## config.mk

```make
export PLATFORM = sky130hd
export DESIGN_NAME = mult_div_unit_flat
export DESIGN_NICKNAME = d
export VERILOG_FILES = /design/src/rtl/mult_div_unit_if.sv /design/src/rtl/mult_div_unit.sv /design/src/flat_wrapper.sv
export SDC_FILE = /design/constraint.sdc
export NUM_CORES = 1
export LEC_CHECK = 0
export ABC_CLOCK_PERIOD_IN_PS = 6150
export CAP_MARGIN = 10
export CORE_ASPECT_RATIO = 1.2
export CORE_MARGIN = 3
export CORE_UTILIZATION = 60
export CTS_CLUSTER_SIZE = 30
export DETAILED_ROUTE_END_ITERATION = 12
export PLACE_DENSITY = 0.82
export REMOVE_ABC_BUFFERS = 1
export SYNTH_ARGS = -nofsm -noshare
export SYNTH_HDL_FRONTEND = slang
export SYNTH_SLANG_ARGS = --single-unit
```

## constraint.sdc

```tcl
create_clock -name clk -period 6.15 [get_ports clk]
set_input_delay 1.845 -clock clk [delete_from_list [all_inputs] [get_ports clk]]
set_output_delay 1.845 -clock clk [all_outputs]
set_load 0.03 [all_outputs]
```

## src/rtl/mult_div_unit_if.sv

```systemverilog
// mult_div_unit_if: operand/control and HI/LO result bundle of the multiply/divide unit.
// DivZero exists only when MDU_DIVZERO_FLAG_EN is defined.
interface mult_div_unit_if #(parameter int WIDTH = 32);
    logic             Start;
    logic [1:0]       Op;
    logic [WIDTH-1:0] SrcA;
    logic [WIDTH-1:0] SrcB;
    logic             HiLoWrite;
    logic             HiLoSel;
    logic [WIDTH-1:0] HiLoWriteData;
    logic             Busy;
    logic             Done;
    logic [WIDTH-1:0] HI;
    logic [WIDTH-1:0] LO;
`ifdef MDU_DIVZERO_FLAG_EN
    logic             DivZero;
`endif
    modport master (
        output Start, Op, SrcA, SrcB, HiLoWrite, HiLoSel, HiLoWriteData,
        input  Busy, Done, HI, LO
`ifdef MDU_DIVZERO_FLAG_EN
        , input DivZero
`endif
    );
    modport slave (
        input  Start, Op, SrcA, SrcB, HiLoWrite, HiLoSel, HiLoWriteData,
        output Busy, Done, HI, LO
`ifdef MDU_DIVZERO_FLAG_EN
        , output DivZero
`endif
    );
endinterface

```

## src/rtl/mult_div_unit.sv

```systemverilog
// mult_div_unit: iterative MULT/MULTU/DIV/DIVU with HI/LO registers, WIDTH steps per op.
// Optional MDU_DIVZERO_FLAG_EN: divide-by-zero keeps HI/LO and pulses DivZero with Done.
module mult_div_unit #(
    parameter int WIDTH = 32
) (
    input logic             clk,
    input logic             reset_n,
    mult_div_unit_if.slave  bus
);
    localparam logic [1:0] IDLE = 2'd0, RUN = 2'd1, FIX = 2'd2;
    localparam int CW = $clog2(WIDTH);

    logic [1:0]         state_q, state_d;
    logic [CW-1:0]      cnt_q;
    logic               div_q, neg_q, rneg_q, dz_q, done_q;
    logic [WIDTH-1:0]   m_q, hi_q, lo_q;
    logic [2*WIDTH-1:0] p_q, p_d, prod;
    logic [WIDTH:0]     sum, diff;
    logic [WIDTH-1:0]   a_mag, b_mag, quo, rem, res_hi, res_lo;
    logic               sgn, start, ge, wr_res;

    always_comb begin
        sgn     = !bus.Op[0];
        a_mag   = (sgn && bus.SrcA[WIDTH-1]) ? -bus.SrcA : bus.SrcA;
        b_mag   = (sgn && bus.SrcB[WIDTH-1]) ? -bus.SrcB : bus.SrcB;
        start   = state_q == IDLE && bus.Start;
        // p_q holds {acc, multiplier} for mult and {remainder, dividend/quotient} for div
        sum     = {1'b0, p_q[2*WIDTH-1:WIDTH]} + (p_q[0] ? {1'b0, m_q} : '0);
        diff    = p_q[2*WIDTH-1:WIDTH-1] - {1'b0, m_q};
        ge      = !diff[WIDTH];
        p_d     = div_q ? {ge ? diff[WIDTH-1:0] : p_q[2*WIDTH-2:WIDTH-1], p_q[WIDTH-2:0], ge}
                        : {sum, p_q[WIDTH-1:1]};
        prod    = neg_q ? -p_q : p_q;
        quo     = neg_q ? -p_q[WIDTH-1:0] : p_q[WIDTH-1:0];
        rem     = rneg_q ? -p_q[2*WIDTH-1:WIDTH] : p_q[2*WIDTH-1:WIDTH];
        res_hi  = div_q ? rem : prod[2*WIDTH-1:WIDTH];
        res_lo  = !div_q ? prod[WIDTH-1:0] : dz_q ? '1 : quo;
`ifdef MDU_DIVZERO_FLAG_EN
        wr_res  = state_q == FIX && !dz_q;
`else
        wr_res  = state_q == FIX;
`endif
        state_d = state_q == IDLE ? (bus.Start ? RUN : IDLE)
                : state_q == RUN  ? (cnt_q == CW'(WIDTH - 1) ? FIX : RUN)
                : IDLE;
    end

`ifdef MDU_DIVZERO_FLAG_EN
    logic divz_q;
    always_ff @(posedge clk or negedge reset_n)
        if (!reset_n) divz_q <= 1'b0;
        else          divz_q <= state_q == FIX && dz_q;
    assign bus.DivZero = divz_q;
`endif

    always_ff @(posedge clk or negedge reset_n) begin
        if (!reset_n) begin
            state_q <= IDLE;
            cnt_q   <= '0;
            div_q   <= 1'b0;
            neg_q   <= 1'b0;
            rneg_q  <= 1'b0;
            dz_q    <= 1'b0;
            done_q  <= 1'b0;
            m_q     <= '0;
            p_q     <= '0;
            hi_q    <= '0;
            lo_q    <= '0;
        end else begin
            state_q <= state_d;
            done_q  <= state_q == FIX;
            if (start) begin
                cnt_q  <= '0;
                div_q  <= bus.Op[1];
                neg_q  <= sgn && (bus.SrcA[WIDTH-1] ^ bus.SrcB[WIDTH-1]);
                rneg_q <= sgn && bus.SrcA[WIDTH-1];
                dz_q   <= bus.Op[1] && bus.SrcB == '0;
                m_q    <= bus.Op[1] ? b_mag : a_mag;
                p_q    <= {{WIDTH{1'b0}}, bus.Op[1] ? a_mag : b_mag};
            end else if (state_q == RUN) begin
                cnt_q <= cnt_q + 1'b1;
                p_q   <= p_d;
            end
            // result write wins over MTHI/MTLO; the latter only lands while idle
            if (wr_res) begin
                hi_q <= res_hi;
                lo_q <= res_lo;
            end else if (state_q == IDLE && bus.HiLoWrite) begin
                if (bus.HiLoSel) hi_q <= bus.HiLoWriteData;
                else             lo_q <= bus.HiLoWriteData;
            end
        end
    end

    assign bus.Busy = state_q != IDLE;
    assign bus.Done = done_q;
    assign bus.HI   = hi_q;
    assign bus.LO   = lo_q;
endmodule

```

## src/flat_wrapper.sv

```systemverilog
// flat-port wrapper written by rule: the top's interface ports become plain ports
module mult_div_unit_flat 
#(
    parameter int WIDTH = 32
)
  (clk, reset_n, bus_Start, bus_Op, bus_SrcA, bus_SrcB, bus_HiLoWrite, bus_HiLoSel, bus_HiLoWriteData, bus_Busy, bus_Done, bus_HI, bus_LO);
  mult_div_unit_if #(.WIDTH(WIDTH)) bus_i ();
  input logic clk;
  input logic reset_n;
  input wire logic [$bits(bus_i.Start)-1:0] bus_Start;
  input wire logic [$bits(bus_i.Op)-1:0] bus_Op;
  input wire logic [$bits(bus_i.SrcA)-1:0] bus_SrcA;
  input wire logic [$bits(bus_i.SrcB)-1:0] bus_SrcB;
  input wire logic [$bits(bus_i.HiLoWrite)-1:0] bus_HiLoWrite;
  input wire logic [$bits(bus_i.HiLoSel)-1:0] bus_HiLoSel;
  input wire logic [$bits(bus_i.HiLoWriteData)-1:0] bus_HiLoWriteData;
  output wire logic [$bits(bus_i.Busy)-1:0] bus_Busy;
  output wire logic [$bits(bus_i.Done)-1:0] bus_Done;
  output wire logic [$bits(bus_i.HI)-1:0] bus_HI;
  output wire logic [$bits(bus_i.LO)-1:0] bus_LO;
  assign bus_i.Start = bus_Start;
  assign bus_i.Op = bus_Op;
  assign bus_i.SrcA = bus_SrcA;
  assign bus_i.SrcB = bus_SrcB;
  assign bus_i.HiLoWrite = bus_HiLoWrite;
  assign bus_i.HiLoSel = bus_HiLoSel;
  assign bus_i.HiLoWriteData = bus_HiLoWriteData;
  assign bus_Busy = bus_i.Busy;
  assign bus_Done = bus_i.Done;
  assign bus_HI = bus_i.HI;
  assign bus_LO = bus_i.LO;
  mult_div_unit #(.WIDTH(WIDTH)) u_core (.clk(clk), .reset_n(reset_n), .bus(bus_i));
endmodule
```

# ---- After elaboration in Yosys (flattened, before gate mapping)
# Index checks and enable logic that the tools add are counted.
dict set report op_classes {
  addsub 8
  n_bitwise 1
  eq_ne 4
  reduce_logical 16
  muxes 27
}
# operator n
set ops {}
lappend ops {{$mux W32} 17}
lappend ops {{$mux W64} 4}
lappend ops {{$neg A32 Y32} 4}
lappend ops {{$neg A64 Y64} 1}
lappend ops {{$add A32 B33 Y33} 1}
lappend ops {{$sub A33 B32 Y33} 1}
lappend ops {{$logic_not A32 Y1} 1}
lappend ops {{$mux W5} 2}
lappend ops {{$reduce_bool A2 Y1} 4}
lappend ops {{$logic_and A1 B1 Y1} 6}
lappend ops {{$mux W2} 3}
lappend ops {{$add A5 B1 Y5 const B} 1}
lappend ops {{$eq A5 B5 Y1 const B} 1}
lappend ops {{$reduce_and A2 Y1} 2}
lappend ops {{$eq A2 B1 Y1 const B} 1}
lappend ops {{$eq A2 B2 Y1 const B} 1}
lappend ops {{$logic_not A1 Y1} 2}
lappend ops {{$logic_not A2 Y1} 1}
lappend ops {{$ne A2 B1 Y1 const B} 1}
lappend ops {{$mux W1} 1}
lappend ops {{$xor A1 B1 Y1} 1}
dict set report totals {
  inputBits 103
  output_inout_bits 66
  ff_bits 172
}

# ---- Depth between registers and ports, before layout
dict set report depth {
  word_depth 5
  mapped_depth 14
  depth_no_buf 13
}

# ---- Worst setup path before layout
# Ideal clock, no wire load.
dict set report synth_path {
  kind {input to register}
  startpoint {in bus_SrcB[8]}
  endpoint {reg u_core.p_q[23]}
  cell_stages 8
  arrival_ns 4.090
  setup_time_ns 0.104
  setup_slack_ns 1.956
  required_time_ns 6.046
  path_cell_list {or4_1 > or4_1 > nor3_1 > nand2_1 > o41ai_1 > xnor2_1 > o21ai_0 > a221oi_1}
}
dict set report synth_via {
  elab_chain_len 4
}
# item line_no
set synth_lines {}
lappend synth_lines {{from (decl)} flat_wrapper.sv:13} ;# input wire logic [$bits(bus_i.SrcB)-1:0] bus_SrcB;
lappend synth_lines {{$neg A32 Y32} mult_div_unit.sv:25} ;# b_mag = (sgn && bus.SrcB[WIDTH-1]) ? -bus.SrcB : bus.SrcB;
lappend synth_lines {{$mux W32} mult_div_unit.sv:25}
lappend synth_lines {{$mux W32} mult_div_unit.sv:79} ;# p_q <= {{WIDTH{1'b0}}, bus.Op[1] ? a_mag : b_mag};
lappend synth_lines {{$mux W64} mult_div_unit.sv:72} ;# if (start) begin
lappend synth_lines {{to (signal assigned)} mult_div_unit.sv:79}
lappend synth_lines {{to (signal assigned)} mult_div_unit.sv:82} ;# p_q <= p_d;
lappend synth_lines {{to (decl)} mult_div_unit.sv:17} ;# logic [2*WIDTH-1:0] p_q, p_d, prod;
# No other way between the ends.
# A chain may end at the register's enable or synchronous reset.

# ---- Worst setup path in the final report
dict set report layout_path {
  startpoint {in bus_SrcA[2]}
  endpoint {reg u_core.m_q[29]}
}
dict set report layout_via {
  elab_chain_len 3
}
# item line_no
set layout_lines {}
lappend layout_lines {{from (decl)} flat_wrapper.sv:12} ;# input wire logic [$bits(bus_i.SrcA)-1:0] bus_SrcA;
lappend layout_lines {{$neg A32 Y32} mult_div_unit.sv:24} ;# a_mag = (sgn && bus.SrcA[WIDTH-1]) ? -bus.SrcA : bus.SrcA;
lappend layout_lines {{$mux W32} mult_div_unit.sv:24}
lappend layout_lines {{$mux W32} mult_div_unit.sv:78} ;# m_q <= bus.Op[1] ? b_mag : a_mag;
lappend layout_lines {{to (signal assigned)} mult_div_unit.sv:78}
lappend layout_lines {{to (decl)} mult_div_unit.sv:16} ;# logic [WIDTH-1:0] m_q, hi_q, lo_q;
# No other way between the ends.

==> flow_results.org <==
** Synth
- Async set-or-reset flop fraction in the synthesized netlist :: 1.00
- Number of warnings printed during yosys synthesis :: 0
- After synthesis, the cell types taking the most area are sky130_fd_sc_hd__dfrtp_1 29%, sky130_fd_sc_hd__o21ai_0 7.8%, sky130_fd_sc_hd__a21oi_1 6.1%, sky130_fd_sc_hd__ha_1 5.8%, sky130_fd_sc_hd__xnor2_1 5.6%.
- Yosys top cell by area :: sky130_fd_sc_hd__dfrtp_1
- In the synthesized netlist the dominant register cell turns out to be sky130_fd_sc_hd__dfrtp_1.
- Post-Syn Area per Cell :: 7.61 sq um
- Of the post-synthesis cell area, the dominant cell type holds 0.286.
- The commonest cells after synthesis are 233 x sky130_fd_sc_hd__o21ai_0, 222 x sky130_fd_sc_hd__nand2_1, 184 x sky130_fd_sc_hd__a21oi_1.
- Seq cells post-synth :: about 170
- Netlist area before placement :: roughly 0.015 sq mm
- Library cells used by synthesis :: 67
- Synthesis produced 1976 cells.
- The most common cell in the synthesized netlist is sky130_fd_sc_hd__o21ai_0.
- Share of the yosys chip area belonging to registers :: 0.286
- Number of synthesized flops with an enable pin :: 0

** Run
- Across the run, the number of max-cap violations was 0.

** Setup path
- Critical Path Source Type :: primary input
- Required time reported for the critical path endpoint :: 6.45 ns
- The most critical setup path has its startpoint at bus_SrcA[2].
- For this run, the slowest stage of the critical path takes 0.68 ns.
- The worst setup path is of the in -> reg kind.
- Number of gates on the worst path with buffers counted :: 10
- R2R Path End :: u_core.p_q[54]
- CP arrival :: about 5 ns
- The kind of cell with the highest combined delay along the critical path is simple AND/OR/NAND/NOR gates.
- Across all register-to-register paths, the minimum setup slack is 1.71 ns.
- Traced cell by cell, the critical path runs through clkdlybuf4s50_1 > nor4_1 > nand2_1 > nor4_1 > and2_1 > nand2_1 > o41ai_1 > xnor2_1 > o21ai_0 > o22ai_1.
- Critical Path End Type :: register
- Along the worst path, the maximum fanout reaches 5.
- In this run the worst setup path terminates at u_core.m_q[29].
- FF-to-FF Start :: u_core.p_q[31]
- The slowest stage of the critical path is the sky130_fd_sc_hd__nor4_1 cell.
- Together, buffers and inverters on the worst path number 1.
- Depth of the worst register-to-register path :: 14

** Clock tree
- Number of CTS-inserted buffers :: 17
- Hold repair after CTS inserted 0 buffers.
- Once the clock tree was built, the setup fixing pass inserted 0 buffers.
- Post-CTS repair changed the size of 0 cells.
- Worst-Skew Late Latency :: 0.45 ns
- The clock net in this run drives a total of 172 sinks.
- CTS Buffer Depth :: 2
- In this run the clock root is driven by a sky130_fd_sc_hd__clkbuf_16.
- TritonCTS built the clock tree.
- Clock-pin slew reported for the worst setup and hold paths after clock tree synthesis :: 0.07 ns
- CTS built an H-tree with a depth of 4.

** Die
- Starting Density :: 0.620
- Total die area :: 0.0270 sq mm
- Area of the placeable core :: around 0.024 sq mm
- Horizontal die dimension :: 151 microns
- 169 I/O pins were placed.
- In this run the vertical extent of the chip is roughly 180 microns.
- Row count :: 62

** STA
- Max Fclk :: 210 MHz
- At the pin with the least slew margin, the transition time is 1.13 ns.
- The final hold violation count is 0.
- Final Worst Setup Slack :: around 1.4 ns
- Measured against its own limit, the worst slew margin works out to 0.245.
- Dividing the final minimum period by the clock period gives 0.773.
- Minimum clock period after layout :: 4.75 ns
- The clock arrives with 0.0133 ns of skew.
- Total Neg Setup Slack :: 0 ns
- Final count of negative-setup-slack endpoints :: 0
- Number of max-slew violations in the final report :: 0
- RSZ-0062 raised after global routing :: no

** Drt
- Sum of routed wire length over all layers :: 52800 microns
- Via count :: ~16000
- In this run the remaining antenna-violating nets after routing total 0.
- Dividing the detail-routed via count by the number of cells gives between 6 and 7.
- The pre-antenna-repair detailed-routing pass consisted of 6 iterations.
- Number of design rule violations left after detail routing :: 0
- Detailed-route wire length per cell :: 22.1 microns
- The detailed router finished its first iteration with around 1700 violations.

** Placed design
- Prior to clock tree synthesis, the placed netlist has a worst setup slack of 0.989 ns.
- The congestion estimate from routability-driven global placement came to between 1 and 1.5.
- Detailed placement finished with a half-perimeter wire length of roughly 40000 microns.
- Quantity of I/O buffers inserted on ports :: 168

** Global route
- Vias in the first global route :: 15015
- For this run, the total global-route usage over all layers was measured as 0.383.
- The number of antenna violations at the first check in global routing came to 1.
- Residual overflow from global routing :: 0
- Entering global routing, the biggest net connects 111 pins.
- The first global-routing pass estimated a little over 80000 microns of wire.

** Cells and area
- Count of inserted antenna diode cells :: 0
- Final nets :: 2237
- Relative to the synthesized area, the layout overhead comes to 16.4%.
- Layout cell share with drive strength beyond 1 :: 0.0434

** Power
- Maximum vdd drop :: 0.000279 V
- Power spread over the standard cell area amounts to between 600 and 700 mW/mm^2.
- Static leakage :: ~7.4 nW

** Worst hold path
- Min-Delay Path Class :: reg -> reg

** Status
- The flow ran to the end, and the final reports show no timing, DRC or antenna violations.
## flip-flops by register name, indices dropped and copies added, names as in the netlist
signal,count
u_core.dz_q,1
u_core.cnt_q,5
u_core.p_q,64
u_core.rneg_q,1
u_core.neg_q,1
u_core.div_q,1
u_core.bus.HI,32
u_core.state_q,2
u_core.bus.LO,32
u_core.m_q,32
u_core.bus.Done,1
## tightest hold or removal path: stages (launching register included)
cell and delay, ns:
sky130_fd_sc_hd__dfrtp_1 0.35, sky130_fd_sc_hd__nand2_1 0.04, sky130_fd_sc_hd__o21ai_0 0.06
## per-layer routing
layer / routed length, microns / GRT usage / vias to the layer above
met5: 17 / 0 / -
met4: 2790 / 0.176 / 2
met3: 5410 / 0.0753 / 195
met1: 20400 / 0.499 / 7480
met2: 24200 / 0.611 / 1000
li1: - / - / 7313
## final cells by class
| cell class | instances | area [sq um] |
|---|---|---|
| multi-input cells | 1614 | 10100 |
| fillers | 2001 | 6770 |
| flip-flops and latches | 172 | 4310 |
| repair buffers | 192 | 1880 |
| clock buffers | 17 | 425 |
| well taps | 320 | 400 |
| inverters | 65 | 244 |
| clock inverters | 15 | 198 |
## cells in the final DEF, fill, tap and decap left out, types with 4 or more instances in the layout
| master | n |
|---|---|
| sky130_fd_sc_hd__inv_1 | 63 |
| sky130_fd_sc_hd__o22ai_1 | 39 |
| sky130_fd_sc_hd__nor3_1 | 35 |
| sky130_fd_sc_hd__o221ai_1 | 4 |
| sky130_fd_sc_hd__nand2b_1 | 17 |
| sky130_fd_sc_hd__nand2_1 | 221 |
| sky130_fd_sc_hd__a211o_1 | 7 |
| sky130_fd_sc_hd__clkinv_8 | 5 |
| sky130_fd_sc_hd__a21boi_0 | 4 |
| sky130_fd_sc_hd__a311oi_1 | 6 |
| sky130_fd_sc_hd__clkdlybuf4s50_1 | 166 |
| sky130_fd_sc_hd__xnor2_1 | 95 |
| sky130_fd_sc_hd__o31ai_1 | 26 |
| sky130_fd_sc_hd__nand4_1 | 11 |
| sky130_fd_sc_hd__a31oi_1 | 22 |
| sky130_fd_sc_hd__dfrtp_1 | 171 |
| sky130_fd_sc_hd__o21a_1 | 14 |
| sky130_fd_sc_hd__a211oi_1 | 13 |
| sky130_fd_sc_hd__a22oi_1 | 12 |
| sky130_fd_sc_hd__ha_1 | 70 |
| sky130_fd_sc_hd__a21o_1 | 44 |
| sky130_fd_sc_hd__and2_1 | 11 |
| sky130_fd_sc_hd__nor2b_1 | 18 |
| sky130_fd_sc_hd__a21oi_1 | 184 |
| sky130_fd_sc_hd__a221oi_1 | 7 |
| sky130_fd_sc_hd__o41ai_1 | 13 |
| sky130_fd_sc_hd__or3_1 | 34 |
| sky130_fd_sc_hd__nor4_1 | 23 |
| sky130_fd_sc_hd__nor2_1 | 170 |
| sky130_fd_sc_hd__nand3_1 | 31 |
| sky130_fd_sc_hd__xor2_1 | 67 |
| sky130_fd_sc_hd__mux2i_1 | 52 |
| sky130_fd_sc_hd__o21ai_0 | 233 |
| sky130_fd_sc_hd__clkbuf_16 | 17 |
| sky130_fd_sc_hd__o211ai_1 | 36 |
| sky130_fd_sc_hd__or4_1 | 13 |
| sky130_fd_sc_hd__mux2_2 | 5 |
| sky130_fd_sc_hd__and3_1 | 10 |
| sky130_fd_sc_hd__or2_2 | 10 |
| sky130_fd_sc_hd__buf_4 | 23 |
## worst min path at each step
stage	start	to	slack [ns]	cells after the start
after floorplan	u_core.cnt_q[3]	u_core.cnt_q[3]	0.45	1
after global placement	u_core.bus.LO[23]	u_core.bus.LO[23]	0.46	2
after detailed placement	u_core.bus.LO[14]	u_core.bus.LO[14]	0.47	2
after CTS	u_core.bus.LO[14]	u_core.bus.LO[14]	0.49	2
after global routing	u_core.bus.LO[14]	u_core.bus.LO[14]	0.51	2
final	u_core.bus.LO[17]	u_core.bus.LO[17]	0.48	2
## through the flow
stage | hold WS [ns] | utilization | area [sq um] | total power (W) | instances
final | 0.485 | 0.721 | 17500 | 0.0115 | 2395
after floorplan | 0.449 | - | 14600 | 0.00755 | 1851
after global placement | 0.459 | 0.694 | 16900 | 0.00988 | 2362
after CTS | 0.485 | 0.720 | 17500 | 0.0112 | 2394
after detailed placement | 0.469 | 0.694 | 16900 | 0.0101 | 2362
after global routing | 0.508 | 0.721 | 17500 | 0.0122 | 2395
## cell families (layout without fill, tap and decap cells)
family,count (synthesis),count (layout),share of synthesized area
adder cells (fa/ha/maj),72,72,0.0609
XOR/XNOR,164,164,0.0955
multiplexers,57,57,0.0383
AND/OR/NAND/NOR,625,625,0.193
flip-flops,172,172,0.286
AO/OA/AOI/OAI,696,696,0.279
buffers and inverters,190,289,0.0475
## power breakdown
part | leakage [nW] | switching, W | internal (W)
registers | 2.08 | 0.000900 | 0.00171
clock network | 0.302 | 0.000541 | 0.000589
logic | 4.98 | 0.00463 | 0.00310
total | 7.36 | 0.00607 | 0.00540
No activity file was read; power rests on OpenSTA's default activity.
==> variant (config.mk and constraints unchanged) <==
`WIDTH` is set to 32 in 3 places; all go to 16.
--- a/src/rtl/mult_div_unit_if.sv
+++ b/src/rtl/mult_div_unit_if.sv
@@ -1,6 +1,6 @@
 // mult_div_unit_if: operand/control and HI/LO result bundle of the multiply/divide unit.
 // DivZero exists only when MDU_DIVZERO_FLAG_EN is defined.
-interface mult_div_unit_if #(parameter int WIDTH = 32);
+interface mult_div_unit_if #(parameter int WIDTH = 16);
     logic             Start;
     logic [1:0]       Op;
     logic [WIDTH-1:0] SrcA;
--- a/src/rtl/mult_div_unit.sv
+++ b/src/rtl/mult_div_unit.sv
@@ -1,7 +1,7 @@
 // mult_div_unit: iterative MULT/MULTU/DIV/DIVU with HI/LO registers, WIDTH steps per op.
 // Optional MDU_DIVZERO_FLAG_EN: divide-by-zero keeps HI/LO and pulses DivZero with Done.
 module mult_div_unit #(
-    parameter int WIDTH = 32
+    parameter int WIDTH = 16
 ) (
     input logic             clk,
     input logic             reset_n,
--- a/src/flat_wrapper.sv
+++ b/src/flat_wrapper.sv
@@ -1,7 +1,7 @@
 // flat-port wrapper written by rule: the top's interface ports become plain ports
 module mult_div_unit_flat 
 #(
-    parameter int WIDTH = 32
+    parameter int WIDTH = 16
 )
   (clk, reset_n, bus_Start, bus_Op, bus_SrcA, bus_SrcB, bus_HiLoWrite, bus_HiLoSel, bus_HiLoWriteData, bus_Busy, bus_Done, bus_HI, bus_LO);
   mult_div_unit_if #(.WIDTH(WIDTH)) bus_i ();
Ports: changed (5 resized); port bits go from 169 to 89. The function was not compared with the original's and may differ.
==> variant against the original RTL <==
Synthesized area decreased by 50%; final area is 50% lower; sequential power fell by 51%; setup slack improved by 0.95 ns; wire length is 58% lower; critical path depth shrank 2; sequential cell count decreased by 81; worst hold slack worse by 0.0038 ns; core utilization up 0.14 points; via count down 53%; register-to-register slack improved by 1.1 ns; power shrank 52%; combinational power shrank 54%.
==> variant: results (changes against the original RTL) <==
| Metric | Value |
|---|---|
| Sequential area share after synthesis | `30.28% (+1.7 points)` |
| Post-synth cell types | `69 (+3.0%)` |
| IO Port Bufs | `88 (-48%)` |
| Fill cells | `1012 (-49%)` |
| Status | `finished, final reports clean` |
| Total wire length | `22.40 mm (-58%)` |
| Post-DP HPWL | `16.92 mm (-58%)` |
| Skew final | `0.01116 ns (-0.002099 ns)` |
| GP Congestion | `0.9663 (-4.3%)` |
| Hold Startpoint | `u_core.bus.LO[12]$_DFFE_PN0P_` |
| Largest cells by area after synthesis | `dfrtp_1 (30%), xnor2_1 (6.5%), ha_1 (6.2%)` |
| Count leader, synth | `nand2_1` |
| Max FFs per register | `32 (-50%)` |
| Initial antenna violation count | `0 (-1)` |
| Slew HR | `29.54% (+5.0 points)` |
| CP peak stage delay | `0.63 ns (-0.05 ns)` |
| Detailed Routing Iterations Pass 1 | `5 (-1)` |
| Initial DRC count | `585 (-66%)` |
| Hold WS | `0.4811 ns (-0.003785 ns)` |
| Largest net degree at the start of global routing | `61 (-45%)` |
| Max IR drop VDD | `0.0003398 V (+22%)` |
| Hold endpoint | `u_core.bus.LO[12]$_DFFE_PN0P_` |
| Vias per Instance | `6.402 (-4.1%)` |
| All-layer global routing usage | `32.60% (-5.7 points)` |
| Cell Area, Placed | `8476 um2 (-50%)` |
## variant: changes by cell type in the layout (fill, tap and decap cells not counted), moves of 46 or more
cell	change
dfrtp_1	-80
xor2_1	-46
clkdlybuf4s50_1	-79
a21oi_1	-116
nor2_1	-78
nand2_1	-117
o21ai_0	-160
## variant: final cells by class
cell class                      count  area share [%]
Sequential cell                    91           25.90
Timing Repair Buffer               98           10.84
Clock buffer                        9           2.562
Multi-Input combinational cell    757           55.66
Inverter                           40           1.708
Tap cell                          161           2.291
Clock inverter                      7           1.039
## variant: report_power, final
group | leakage, nW | internal (mW) | total, mW | switching [mW]
Sequential | 1.10 | 0.883 | 1.29 | 0.407
Clock | 0.151 | 0.325 | 0.592 | 0.266
Combinational | 2.38 | 1.50 | 3.57 | 2.07
Total | 3.63 | 2.71 | 5.45 | 2.74
## variant: tightest hold or removal path: stages (launching register included)
cell and delay (ns):
dfrtp_1 0.34, nand2_1 0.05, o21ai_0 0.06
## variant: how the worst max path moves through the flow
stage	startpoint	to	slack [ns]	cells after the start
after global placement	bus_SrcA[4]	u_core.p_q[14]$_DFFE_PN0P_	2.03	8
after detailed placement	bus_SrcA[4]	u_core.p_q[14]$_DFFE_PN0P_	1.98	8
after floorplan	bus_SrcB[8]	u_core.p_q[13]$_DFFE_PN0P_	2.60	7
after CTS	bus_SrcA[4]	u_core.p_q[14]$_DFFE_PN0P_	2.34	8
after global routing	bus_SrcA[2]	u_core.p_q[14]$_DFFE_PN0P_	2.20	8
final	bus_SrcB[8]	u_core.p_q[13]$_DFFE_PN0P_	2.34	8
## variant: kinds of logic (layout without fill, tap and decap cells)
kind of cell / after synthesis / in the layout / synth area share (%)
AO/OA/AOI/OAI: 297 / 297 / 25.32
XOR/XNOR: 78 / 78 / 9.185
adder cells (fa/ha/maj): 39 / 39 / 6.689
buffers and inverters: 90 / 154 / 4.725
flip-flops: 91 / 91 / 30.28
multiplexers: 30 / 30 / 4.160
AND/OR/NAND/NOR: 313 / 313 / 19.63
## variant: per-layer routing
| metal | global-route usage, % | wire, um | share of wire [%] |
|---|---|---|---|
| met1 | 44.02 | 9324 | 42 |
| met2 | 53.70 | 10850 | 48 |
| met3 | 5.670 | 1705 | 7.6 |
| met4 | 9.955 | 517 | 2.3 |
| met5 | 0 | 0 | 0 |
